$ cat src/rtl/car_gen_pkg.sv
// car_gen_pkg: shared types and constants for the car sensor stimulus generator.
//   state_t        - sequence FSM states
//   P_NONE..P_AB   - {a,b} sensor patterns (1 = beam blocked)
//   sensor_pattern - maps a state plus the latched direction and balk flag to {a,b}
package car_gen_pkg;

    typedef enum logic [2:0] {
        IDLE = 3'd0,
        PH1  = 3'd1,
        PH2  = 3'd2,
        PH3  = 3'd3,
        GAP  = 3'd4
    } state_t;

    localparam logic [1:0] P_NONE = 2'b00;
    localparam logic [1:0] P_A    = 2'b10;
    localparam logic [1:0] P_B    = 2'b01;
    localparam logic [1:0] P_AB   = 2'b11;

    // An entering car blocks the outer beam first, an exiting car the inner one.
    // In PH3 a full pass leaves the far beam blocked, while a balking car backs
    // out and leaves the near beam blocked, so PH3 depends on dir XOR balk.
    function automatic logic [1:0] sensor_pattern(input state_t st,
                                                  input logic   dir_in,
                                                  input logic   balk_in);
        logic [1:0] pat;
        pat = P_NONE;
        case (st)
            PH1:     pat = dir_in ? P_A : P_B;
            PH2:     pat = P_AB;
            PH3:     pat = (dir_in ^ balk_in) ? P_B : P_A;
            default: pat = P_NONE;
        endcase
        return pat;
    endfunction

endpackage

$ cat src/rtl/phase_timer.sv
// phase_timer: loadable down-counter that measures how long each sensor
// pattern is held.
//   clk     - system clock
//   reset   - synchronous, active-low
//   load    - reload the counter with HOLD_CYCLES-1 (phase entry)
//   en      - count down while a sequence is running
//   expired - counter is at zero; the current phase ends at this edge
module phase_timer #(
    parameter int HOLD_CYCLES = 4
) (
    input  logic clk,
    input  logic reset,
    input  logic load,
    input  logic en,
    output logic expired
);

    localparam int CW = $clog2(HOLD_CYCLES + 1);
    localparam logic [CW-1:0] LOAD_VAL = CW'(HOLD_CYCLES - 1);

    logic [CW-1:0] count;

    // Saturates at zero so a stalled phase never wraps around.
    always_ff @(posedge clk) begin
        if (!reset) begin
            count <= '0;
        end else if (load) begin
            count <= LOAD_VAL;
        end else if (en && (count != '0)) begin
            count <= count - 1'b1;
        end
    end

    assign expired = (count == '0);

endmodule

$ cat src/rtl/car_sensor_gen.sv
// car_sensor_gen: turns "car enters"/"car exits" commands into the timed
// two-photocell sequence a real car produces, with an optional balk (car
// backs out) for negative testing.
//   clk         - system clock
//   reset       - synchronous, active-low
//   start_enter - request an entering car (sampled in IDLE; wins over exit)
//   start_exit  - request an exiting car (sampled in IDLE)
//   balk        - sampled with the start; 1 = partial pass, car backs out
//   a, b        - outer / inner sensor, 1 = blocked
//   busy        - sequence in progress
//   done        - one-cycle pulse when a sequence finishes
//   dir         - direction of the last/current sequence, 1 = enter
//   counted     - valid with done; 1 = full pass, 0 = balk
module car_sensor_gen
    import car_gen_pkg::*;
#(
    parameter int HOLD_CYCLES = 4
) (
    input  logic clk,
    input  logic reset,
    input  logic start_enter,
    input  logic start_exit,
    input  logic balk,
    output logic a,
    output logic b,
    output logic busy,
    output logic done,
    output logic dir,
    output logic counted
);

    state_t     state, state_next;
    logic       balk_q, balk_next;
    logic       dir_next, done_next, counted_next, busy_next;
    logic [1:0] ab_next;
    logic       load, expired;

    phase_timer #(.HOLD_CYCLES(HOLD_CYCLES)) u_timer (
        .clk     (clk),
        .reset   (reset),
        .load    (load),
        .en      (state != IDLE),
        .expired (expired)
    );

    // State and every output are registered so the sensor lines are glitch-free.
    always_ff @(posedge clk) begin
        if (!reset) begin
            state   <= IDLE;
            balk_q  <= 1'b0;
            dir     <= 1'b0;
            done    <= 1'b0;
            counted <= 1'b0;
            busy    <= 1'b0;
            a       <= 1'b0;
            b       <= 1'b0;
        end else begin
            state   <= state_next;
            balk_q  <= balk_next;
            dir     <= dir_next;
            done    <= done_next;
            counted <= counted_next;
            busy    <= busy_next;
            {a, b}  <= ab_next;
        end
    end

    // Next-state logic. Outputs are derived from the next state so that the
    // registered pattern lines up with the registered state.
    always_comb begin
        state_next   = state;
        balk_next    = balk_q;
        dir_next     = dir;
        done_next    = 1'b0;
        counted_next = counted;
        load         = 1'b0;
        case (state)
            IDLE: begin
                if (start_enter || start_exit) begin
                    state_next = PH1;
                    dir_next   = start_enter;
                    balk_next  = balk;
                    load       = 1'b1;
                end
            end
            PH1: begin
                if (expired) begin
                    state_next = PH2;
                    load       = 1'b1;
                end
            end
            PH2: begin
                if (expired) begin
                    state_next = PH3;
                    load       = 1'b1;
                end
            end
            PH3: begin
                if (expired) begin
                    state_next = GAP;
                    load       = 1'b1;
                end
            end
            GAP: begin
                if (expired) begin
                    state_next   = IDLE;
                    done_next    = 1'b1;
                    counted_next = ~balk_q;
                end
            end
            default: state_next = IDLE;
        endcase
        busy_next = (state_next != IDLE);
        ab_next   = sensor_pattern(state_next, dir_next, balk_next);
    end

endmodule

$ cat config.mk
export PLATFORM = sky130hd
export DESIGN_NAME = car_sensor_gen
export DESIGN_NICKNAME = d
export VERILOG_FILES = /design/src/rtl/car_gen_pkg.sv /design/src/rtl/phase_timer.sv /design/src/rtl/car_sensor_gen.sv
export SDC_FILE = /design/constraint.sdc
export NUM_CORES = 1
export LEC_CHECK = 0
export CORE_MARGIN = 5
export CORE_UTILIZATION = 49
export DETAILED_ROUTE_END_ITERATION = 8
export MAX_ROUTING_LAYER = met4
export PLACE_DENSITY = 0.8
export SLEW_MARGIN = 20
export SYNTH_ARGS = -nofsm -noshare
export SYNTH_HDL_FRONTEND = slang
export SYNTH_SLANG_ARGS = --single-unit
$ cat constraint.sdc
create_clock -name clk -period 1.7 [get_ports clk]
set_clock_uncertainty 0.1 [all_clocks]
set_input_delay 0.425 -clock clk [delete_from_list [all_inputs] [get_ports clk]]
set_output_delay 0.425 -clock clk [all_outputs]
set_load 0.02 [all_outputs]
# --- Word level (Yosys, flattened, before mapping) ---
# Cells that the tools add are included.
word_totals:
  word_cells: 51
  output_inout_bits: 6
  reg_bits: 13
op_classes:
  n_bitwise: 3
  n_mux: 18
  n_addsub: 1
  n_eq_ne: 7
  reduce_logical: 12
op_table:
  columns: ["op", "count"]
  rows:
  - ["two-way mux 3 bit", 5]
  - ["one-hot mux 3 bit (5 select lines)", 1]
  - ["equality test 3 x 2 -> 1 bit (second input constant)", 4]
  - ["nonzero test 3 bit", 3]
  - ["two-way mux 2 bit", 4]
  - ["equality test 3 x 1 -> 1 bit (second input constant)", 2]
  - ["logical NOT 3 bit", 2]
  - ["two-way mux 1 bit", 6]
  - ["one-hot mux 2 bit (3 select lines)", 1]
  - ["AND reduction 2 bit", 2]
  - ["equality test 3 bit (second input constant)", 1]
  - ["OR reduction 3 bit", 1]
  - ["subtractor 3 x 1 -> 3 bit (second input constant)", 1]
  - ["NOT 1 bit", 2]
  - ["one-hot mux 1 bit (2 select lines)", 1]
  - ["nonzero test 2 bit", 1]
  - ["OR reduction 2 bit", 1]
  - ["logical AND 1 bit", 1]
  - ["logical OR 1 bit", 1]
  - ["XOR 1 bit", 1]

# --- Depth between registers and ports, before layout ---
# Gate-level depths: netlist of the first run.
logic_depth:
  depth_word: 6
  ltp_mapped: 6

# --- By module ---
# From an unflattened synthesis of the first run, not the netlist that was laid out.
unflattened:
  cells_unflattened: 73
  area_unflattened_um2: 716.9
modules_own_cells:
  columns: ["module", "area_per_inst_um2", "cells_each", "n_inst"]
  rows:
  - ["car_sensor_gen", 535.5, 56, 1]
  - ["phase_timer", 181.4, 17, 1]

# --- Least setup slack after synthesis of the first run ---
# Ideal clock, no wire load.
synth_path:
  kind: "reg-to-reg"
  start: "register u_timer.count[0]"
  end: "register u_timer.count[1]"
  arrival_ns: 1.379
  slack_ns: 0.149
  setup_time_ns: 0.072
  required_ns: 1.528
  n_path_buf: 0
  stages_incl_launch_ff: 7
  cell_sequence: "dfxtp_1 inv_1 ha_1 nor2b_1 nor2_1 mux2_2 a21oi_1"
synth_between:
  elab_chain_cells: 4
synth_lines:
  columns: ["element", "line_no", "source"]
  rows:
  - ["start, declared", "phase_timer.sv:21", "logic [CW-1:0] count;"]
  - ["start signal, assigned", "phase_timer.sv:30", "count <= count - 1'b1;"]
  - ["branches (longest 4 deep; another with subtractor 3 x 1 -> 3 bit)", null, null]
# Parallel ways; which one is timed is not known. The select of a mux whose other input is x is not followed.
# A chain may end at the register's enable or synchronous reset.

# --- Final worst setup path of the first run ---
layout_path:
  start: "register u_timer.count[1]"
  end: "register a"
layout_between:
  elab_chain_cells: 5
layout_lines:
  columns: ["element", "line_no", "source"]
  rows:
  - ["logical NOT 3 bit (*)", "phase_timer.sv:34", "assign expired = (count == '0);"]
  - ["two-way mux 3 bit, on equally long branches", null, null]
  - ["one-hot mux 3 bit (5 select lines) (*)", "car_sensor_gen.sv:77", "case (state)"]
  - ["equality test 3 x 2 -> 1 bit or equality test 3 x 1 -> 1 bit (tied branches)", "car_gen_pkg.sv:28", "case (st)"]
  - ["one-hot mux 2 bit (3 select lines) (*)", "car_gen_pkg.sv:28", null]
  - ["end signal, assigned", "car_sensor_gen.sv:64", "{a, b} <= ab_next;"]
  - ["end, declared", "car_sensor_gen.sv:24", "output logic a,"]
# Every way passes the cells marked *; elsewhere a longest branch is shown, timed or not.

==> results of run 1 <==
==> area by class of cell <==
| type | count | area, um2 | share of cell area, % |
|---|---|---|---|
| flip-flops and latches | 13 | 262 | 30.5 |
| well taps | 15 | 18.8 | 2.19 |
| repair buffers | 17 | 144 | 16.8 |
| multi-input cells | 51 | 393 | 45.8 |
| inverters | 4 | 15.0 | 1.75 |
| clock buffers | 4 | 26.3 | 3.06 |
==> layer usage <==
layer	GRT usage (%)	part of all wire [%]	routed length [um]	vias up
met1	18.0	45	623	262
met4	3.31	0.43	6	0
met5	-	0	0	-
met2	24.7	49	691	13
li1	-	-	-	291
met3	5.75	5.4	75	2
==> cells in the final DEF, fill, tap and decap left out, types with 3 or more instances in the layout <==
master / netlist / routed
dfxtp_1: 13 / 12
clkbuf_4: 0 / 3
a21oi_1: 4 / 4
a31oi_1: 3 / 3
nand3b_1: 3 / 3
dlygate4sd2_1: 0 / 7
mux2_2: 3 / 3
nor2_1: 9 / 8
nand3_1: 3 / 3
buf_4: 1 / 7
clkdlybuf4s50_1: 0 / 3
==> state kept, by name (all words and copies together) (netlist names) <==
name           cells
dir                1
u_timer.count      3
counted            1
b                  1
state              3
a                  1
done               1
busy               1
balk_q             1
==> logic make-up (layout without fill, tap and decap cells) <==
| group | after synthesis | count (layout) | synth area share [%] |
|---|---|---|---|
| simple gates | 29 | 29 | 27.7 |
| compound gates | 14 | 14 | 15.3 |
| flops | 13 | 13 | 38.9 |
| buf+inv | 6 | 25 | 5.05 |
| mux | 4 | 4 | 6.54 |
| fa+ha+maj | 3 | 3 | 5.23 |
| xor+xnor | 1 | 1 | 1.31 |
==> worst register-to-register path, cell delays in order (launching register included) <==
cell	delay [ps]
dfxtp_1	300
inv_1	110
ha_4	160
nand3b_1	160
o22ai_1	200
or2b_2	320
a31oi_1	160
==> report_power, final <==
part / internal [mW] / switching [mW]
clock network: 0.0908 / 0.0883
registers: 0.351 / 0.0422
logic: 0.199 / 0.199
total: 0.640 / 0.329
==> stage by stage <==
step / setup TNS [ps] / instance area (um2) / utilization, % / std cells / total power, mW
4_1_cts: 0 / 827 / 63.6 / 102 / 0.940
3_3_place_gp: -1090 / 807 / 62.0 / 98 / 0.757
5_1_grt: 0 / 858 / 66.0 / 104 / 1.05
2_1_floorplan: 0 / 669 / - / 70 / 0.658
6_report: 0 / 858 / 66.0 / 104 / 0.970
3_5_place_dp: -1380 / 807 / 62.0 / 98 / 0.770
==> final timing paths <==
| check | cells after the start | slack, ps | end |
|---|---|---|---|
| worst min register to register | 2 | 410 | counted |
| worst max-delay path | 6 | 110 | a |
| worst max register to register | 6 | 110 | a |
| worst min-delay path | 2 | 410 | counted |
==> repair_timing <==
action,4_1_cts,5_1_grt
endpoints found under the setup margin,9,4
cloned,0,0
pin swaps,2,2
setup buffers,0,2
resized for setup,8,5
==> reports/qor.csv, run 1 <==
stage;metric;value;unit
timing;rsz0062_at_grt;no;
routing;ant_nets;0;
worst_setup_path;arrival;1690;ps
floorplanning;die-area;2210;um2
synth;synth_edf_count;0;
cts;insertion_delay;270;ps
floorplanning;die_h;47.0;um
final_layout;areaGrowthSynthToFinish;28.2;%
routing;drt_first_pass_iters;2;
floorplanning;row_count;13;
synth;dominantRegCellSynth;dfxtp_1;
place;gp_congestion;0.794;
timing;post-route-worst-setup-slack;108;ps
synth;synth.largest_area_cell;dfxtp_1;
cts;cts.sinks;13;
worst_setup_path;startpoint;u_timer.count[1];
floorplanning;fp.dieW;47.0;um
worst_setup_path;crit_buf_inv;1;
synth;netlist_area;669;um2
worst_setup_path;crit_fanout;4;
worst_setup_path;endpoint_kind;flop;
flow_run;cap_violations;0;
floorplanning;ios;11;
synth;yosysMostFrequentCell;dfxtp_1;
power;p_leak;0.370;nW
routing;totalWireLength;1400;um
run_status;outcome;finished, final reports clean;
worst_hold_path;min_path_type;flop to flop;
timing;hold_viol;0;
worst_setup_path;reg2reg_from;u_timer.count[1];
synth;ys_top_cells_by_area;dfxtp_1, nor2_1, mux2_2;
worst_setup_path;max_stage_delay;320;ps
timing;max_freq;628;MHz
timing;slew_headroom;75.9;%
global_routing;antenna_found_initial;0;
worst_setup_path;crit_family;simple AND/OR/NAND/NOR gates;
timing;final_max_slew_viol_count;0;
worst_setup_path;cp-start-kind;flop;
worst_setup_path;crit_type;flop to flop;
routing;drcViolationCount;0;
worst_setup_path;slowest_stage;or2b_2;
synth;synth.distinct_cells;32;
synth;ys_seq_area_share;38.9;%
power;pwr_density_cell;1130;nW/um2
power;ir_worst_vdd;0.000805;V
final_layout;drive_above_1_share;27.0;%
cts;clk_path_buf_depth;2;
routing;wl_per_cell;13.4;um
cts;clockRootBuffer;clkbuf_4;
floorplanning;initial_core_util;51.4;%
global_routing;grt_max_degree;10;
synth;yosysTopAreaCellShare;38.9;%
final_layout;final_nets;97;
synth;syn_inst;70;
worst_setup_path;critical_path.cell_chain;inv_1 > ha_4 > nand3b_1 > o22ai_1 > or2b_2 > a31oi_1;
cts;numCtsBuffers;3;
timing;holdWs;411;ps
global_routing;grt_usage;15.3;%
synth;ys.warnings.count;0;
routing;vias;568;
routing;via_per_inst;5.46;
synth;synth_common_cells;dfxtp_1, nor2_1, a21oi_1;
timing;finalCritPeriodShare;93.6;%
cts;cts_tree;done;
floorplanning;fp.coreArea;1300;um2
cts;cts.clk_slew.worst_paths;70;ps
synth;syn_area_per_cell;9.56;um2
cts;cts_htree_levels;1;
synth;ys_ff_latch;13;
place;port_buffers;10;
timing;setup_violations;0;
timing;final.min_clock_period;1590;ps
global_routing;grt_pass1_wl;2320;um
place;post-place-ws;-309;ps
cts;ctsHoldBuffers;0;
synth;synth_async_sr_flop_share;0;%
worst_setup_path;worst_ep_required_time;1790;ps
final_layout;antenna_cells;0;
timing;worst_slew_pin_slew;359;ps
worst_hold_path;min_from;counted;
global_routing;gr-total-overflow;0;
synth;synthesis.nets;77;
global_routing;grt_pass1_vias;546;
place;dp.final_hpwl;1030;um
final_layout;fill_cells;125;
routing;drt_iter0_drc;9;
Power figures use the tool's default switching activity.
==> run 2, diff against run 1 <==
--- a/config.mk
+++ b/config.mk
@@ -8,6 +8,7 @@
 export CORE_MARGIN = 5
 export CORE_UTILIZATION = 49
 export DETAILED_ROUTE_END_ITERATION = 8
+export GPL_ROUTABILITY_DRIVEN = 0
 export MAX_ROUTING_LAYER = met4
 export PLACE_DENSITY = 0.8
 export SLEW_MARGIN = 20
==> results of run 2 <==
Same layout as run 1: the final DEF is identical, and so are final timing and power.
==> run 3, diff against run 2 <==
--- a/config.mk
+++ b/config.mk
@@ -11,6 +11,7 @@
 export GPL_ROUTABILITY_DRIVEN = 0
 export MAX_ROUTING_LAYER = met4
 export PLACE_DENSITY = 0.8
+export RECOVER_POWER = 25
 export SLEW_MARGIN = 20
 export SYNTH_ARGS = -nofsm -noshare
 export SYNTH_HDL_FRONTEND = slang
==> run 3 against run 2 <==
- register-to-register slack about the same
- clock-buffer cell count did not move
- die area unchanged
- sequential cell count stayed put
- sequential share of layout area grew 0.13 points
- global-route usage did not move
- design area is 0.44% lower
- non-clock buffer count stayed put
- combinational power hardly changed
- fmax about the same
- clock power is essentially flat
- critical endpoint unchanged
- largest cell class unchanged
==> reports/qor.csv, run 3 (same netlist as run 1, synthesis figures left out) <==
stage;metric;value;unit;change
run_status;outcome;finished, final reports clean;;
timing;hold_viol;0;;unchanged
power;internal-power;0.639;mW;-0.16%
final_layout;reg_top3;state x3, u_timer.count x3;;
power;power;0.968;mW;-0.19%
cts;clockRootBuffer;clkbuf_4;;
routing;wl_per_cell;13.4;um;about the same
worst_setup_path;r2r_slack;110;ps;about the same
place;port_buffers;10;;unchanged
timing;final.min_clock_period;1590;ps;-0.316 ps
routing;ant_nets;0;;unchanged
place;place_area;807;um2;unchanged
global_routing;grt_pass1_wl;2320;um;unchanged
worst_setup_path;critical_path.cell_chain;inv_1 > ha_4 > nand3b_1 > o22ai_1 > or2b_2 > a31oi_1;;
worst_setup_path;worst_ep_required_time;1790;ps;about the same
worst_setup_path;max_stage_delay;320;ps;about the same
power;power_switching;0.328;mW;-0.26%
global_routing;antenna_found_initial;0;;unchanged
cts;cts_htree_levels;1;;unchanged
final_layout;final_nets;97;;unchanged
routing;via_per_inst;5.44;;-0.35%
final_layout;stdcell_area;855;um2;-0.44%
timing;worst_slew_pin_slew;359;ps;unchanged
worst_setup_path;crit_type;flop to flop;;
final_layout;layout_commonest_cell;dfxtp_1;;
cts;clk_path_buf_depth;2;;unchanged
worst_setup_path;cp-start-kind;flop;;
worst_hold_path;hold_depth;2;;unchanged
routing;vias;566;;-0.35%
final_layout;areaGrowthSynthToFinish;27.7;%;
final_layout;final_cell_mix;dfxtp_1, nor2_1, dlygate4sd2_1;;
cts;ctsHoldBuffers;0;;unchanged
worst_setup_path;endpoint_kind;flop;;
worst_setup_path;arrival;1690;ps;about the same
worst_setup_path;reg2reg_from;u_timer.count[1];;
place;place_inst;98;;unchanged
place;post-place-ws;-309;ps;unchanged
final_layout;drive_above_1_share;25.8;%;-1.1 points
floorplanning;fp.dieW;47.0;um;unchanged
cts;insertion_delay;270;ps;about the same
worst_hold_path;min_from;counted;;
cts;cts_tree;done;;
power;ir_worst_vdd;0.000804;V;-0.10%
final_layout;final_cells;104;;unchanged
power;power_frac_comb;41.0;%;about the same
routing;drt_first_pass_iters;2;;unchanged
timing;finalCritPeriodShare;93.6;%;about the same
floorplanning;fp.coreArea;1300;um2;unchanged
power;p_leak;0.367;nW;-0.98%
worst_setup_path;worstReg2RegEnd;a;;
floorplanning;die-area;2210;um2;unchanged
cts;cts.clk_slew.worst_paths;70;ps;about the same
worst_hold_path;worstHoldEndpoint;counted;;
flow_run;cap_violations;0;;unchanged
worst_setup_path;slowest_stage;or2b_2;;
worst_setup_path;crit_fanout;4;;unchanged
timing;max_freq;628;MHz;about the same
global_routing;grt_usage;15.3;%;unchanged
power;p_seq_share;40.5;%;about the same
timing;post-route-worst-setup-slack;108;ps;+0.316 ps
power;switching_share;33.9;%;about the same
power;power_frac_clock;18.5;%;about the same
cts;numCtsBuffers;3;;unchanged
floorplanning;initial_core_util;51.4;%;unchanged
routing;totalWireLength;1400;um;about the same
global_routing;grt_pass1_vias;546;;unchanged
place;dp.final_hpwl;1030;um;unchanged
final_layout;final_core_util;65.7;%;-0.29 points
timing;setup_violations;0;;unchanged
routing;drcViolationCount;0;;unchanged
timing;rsz0062_at_grt;no;;
worst_setup_path;crit_family;simple AND/OR/NAND/NOR gates;;
cts;cts.sinks;13;;unchanged
timing;slew_headroom;75.9;%;unchanged
worst_hold_path;min_path_type;flop to flop;;
power;pwr_density_cell;1130;nW/um2;+0.25%
timing;holdWs;411;ps;unchanged
global_routing;grt_max_degree;10;;unchanged
routing;drt_iter0_drc;9;;unchanged
timing;final_max_slew_viol_count;0;;unchanged
floorplanning;die_h;47.0;um;unchanged
floorplanning;ios;11;;unchanged
floorplanning;row_count;13;;unchanged
final_layout;antenna_cells;0;;unchanged
global_routing;gr-total-overflow;0;;unchanged
worst_setup_path;ff2ff_path_depth;6;;unchanged
timing;setup_tns;0;ps;unchanged
worst_setup_path;crit_buf_inv;1;;unchanged
-- run 3: changes by cell type in the layout (fill, tap and decap cells not counted) --
cell / previous run / this run
clkbuf_1: 1 / 2
buf_4: 7 / 6
-- run 3: worst max-delay path by stage --
| stage | slack (ps) | cells after the start | startpoint | end |
|---|---|---|---|---|
| after CTS | 20 | 6 | u_timer.count[0] | u_timer.count[1] |
| after global routing | 20 | 6 | u_timer.count[0] | u_timer.count[1] |
| after detailed placement | -310 | 5 | start_exit | a |
| after global placement | -260 | 5 | start_exit | a |
| after floorplan | 150 | 6 | u_timer.count[0] | u_timer.count[1] |
| final | 110 | 6 | u_timer.count[1] | a |
-- run 3: timing repair --
action	CTS	global route
hold endpoints to repair	0	0
buffers inserted	0	2
resized for setup	8	5
setup endpoints to repair	9	4
pin swaps	2	2
-- run 3: area by class of cell --
cell class / count / area, um2
Fill cell: 127 / 447
Multi-Input combinational cell: 51 / 393
Sequential cell: 13 / 262
Timing Repair Buffer: 17 / 140
Clock buffer: 4 / 26.3
Tap cell: 15 / 18.8
Inverter: 4 / 15.0
-- run 3: per-layer routing --
layer / share of wire, % / GRT usage, % / vias to the layer above / wire (um)
li1: - / - / 289 / -
met1: 44 / 18.0 / 262 / 622
met2: 50 / 24.7 / 13 / 693
met3: 5.4 / 5.75 / 2 / 75
met4: 0.43 / 3.31 / 0 / 6
met5: 0 / - / - / 0
-- run 3: worst register-to-register path, stage by stage (launching register included) --
cell and delay, ps:
dfxtp_1 300, inv_1 110, ha_4 160, nand3b_1 160
o22ai_1 200, or2b_2 320, a31oi_1 160
-- run 3: power by group through the flow --
stage / clock network (mW) / registers, mW / logic, mW
finish: 0.179 / 0.392 / 0.396
detailed placement: 0 / 0.398 / 0.371
global placement: 0 / 0.397 / 0.360
global route: 0.209 / 0.399 / 0.442
CTS: 0.188 / 0.390 / 0.361
floorplan: 0 / 0.408 / 0.250
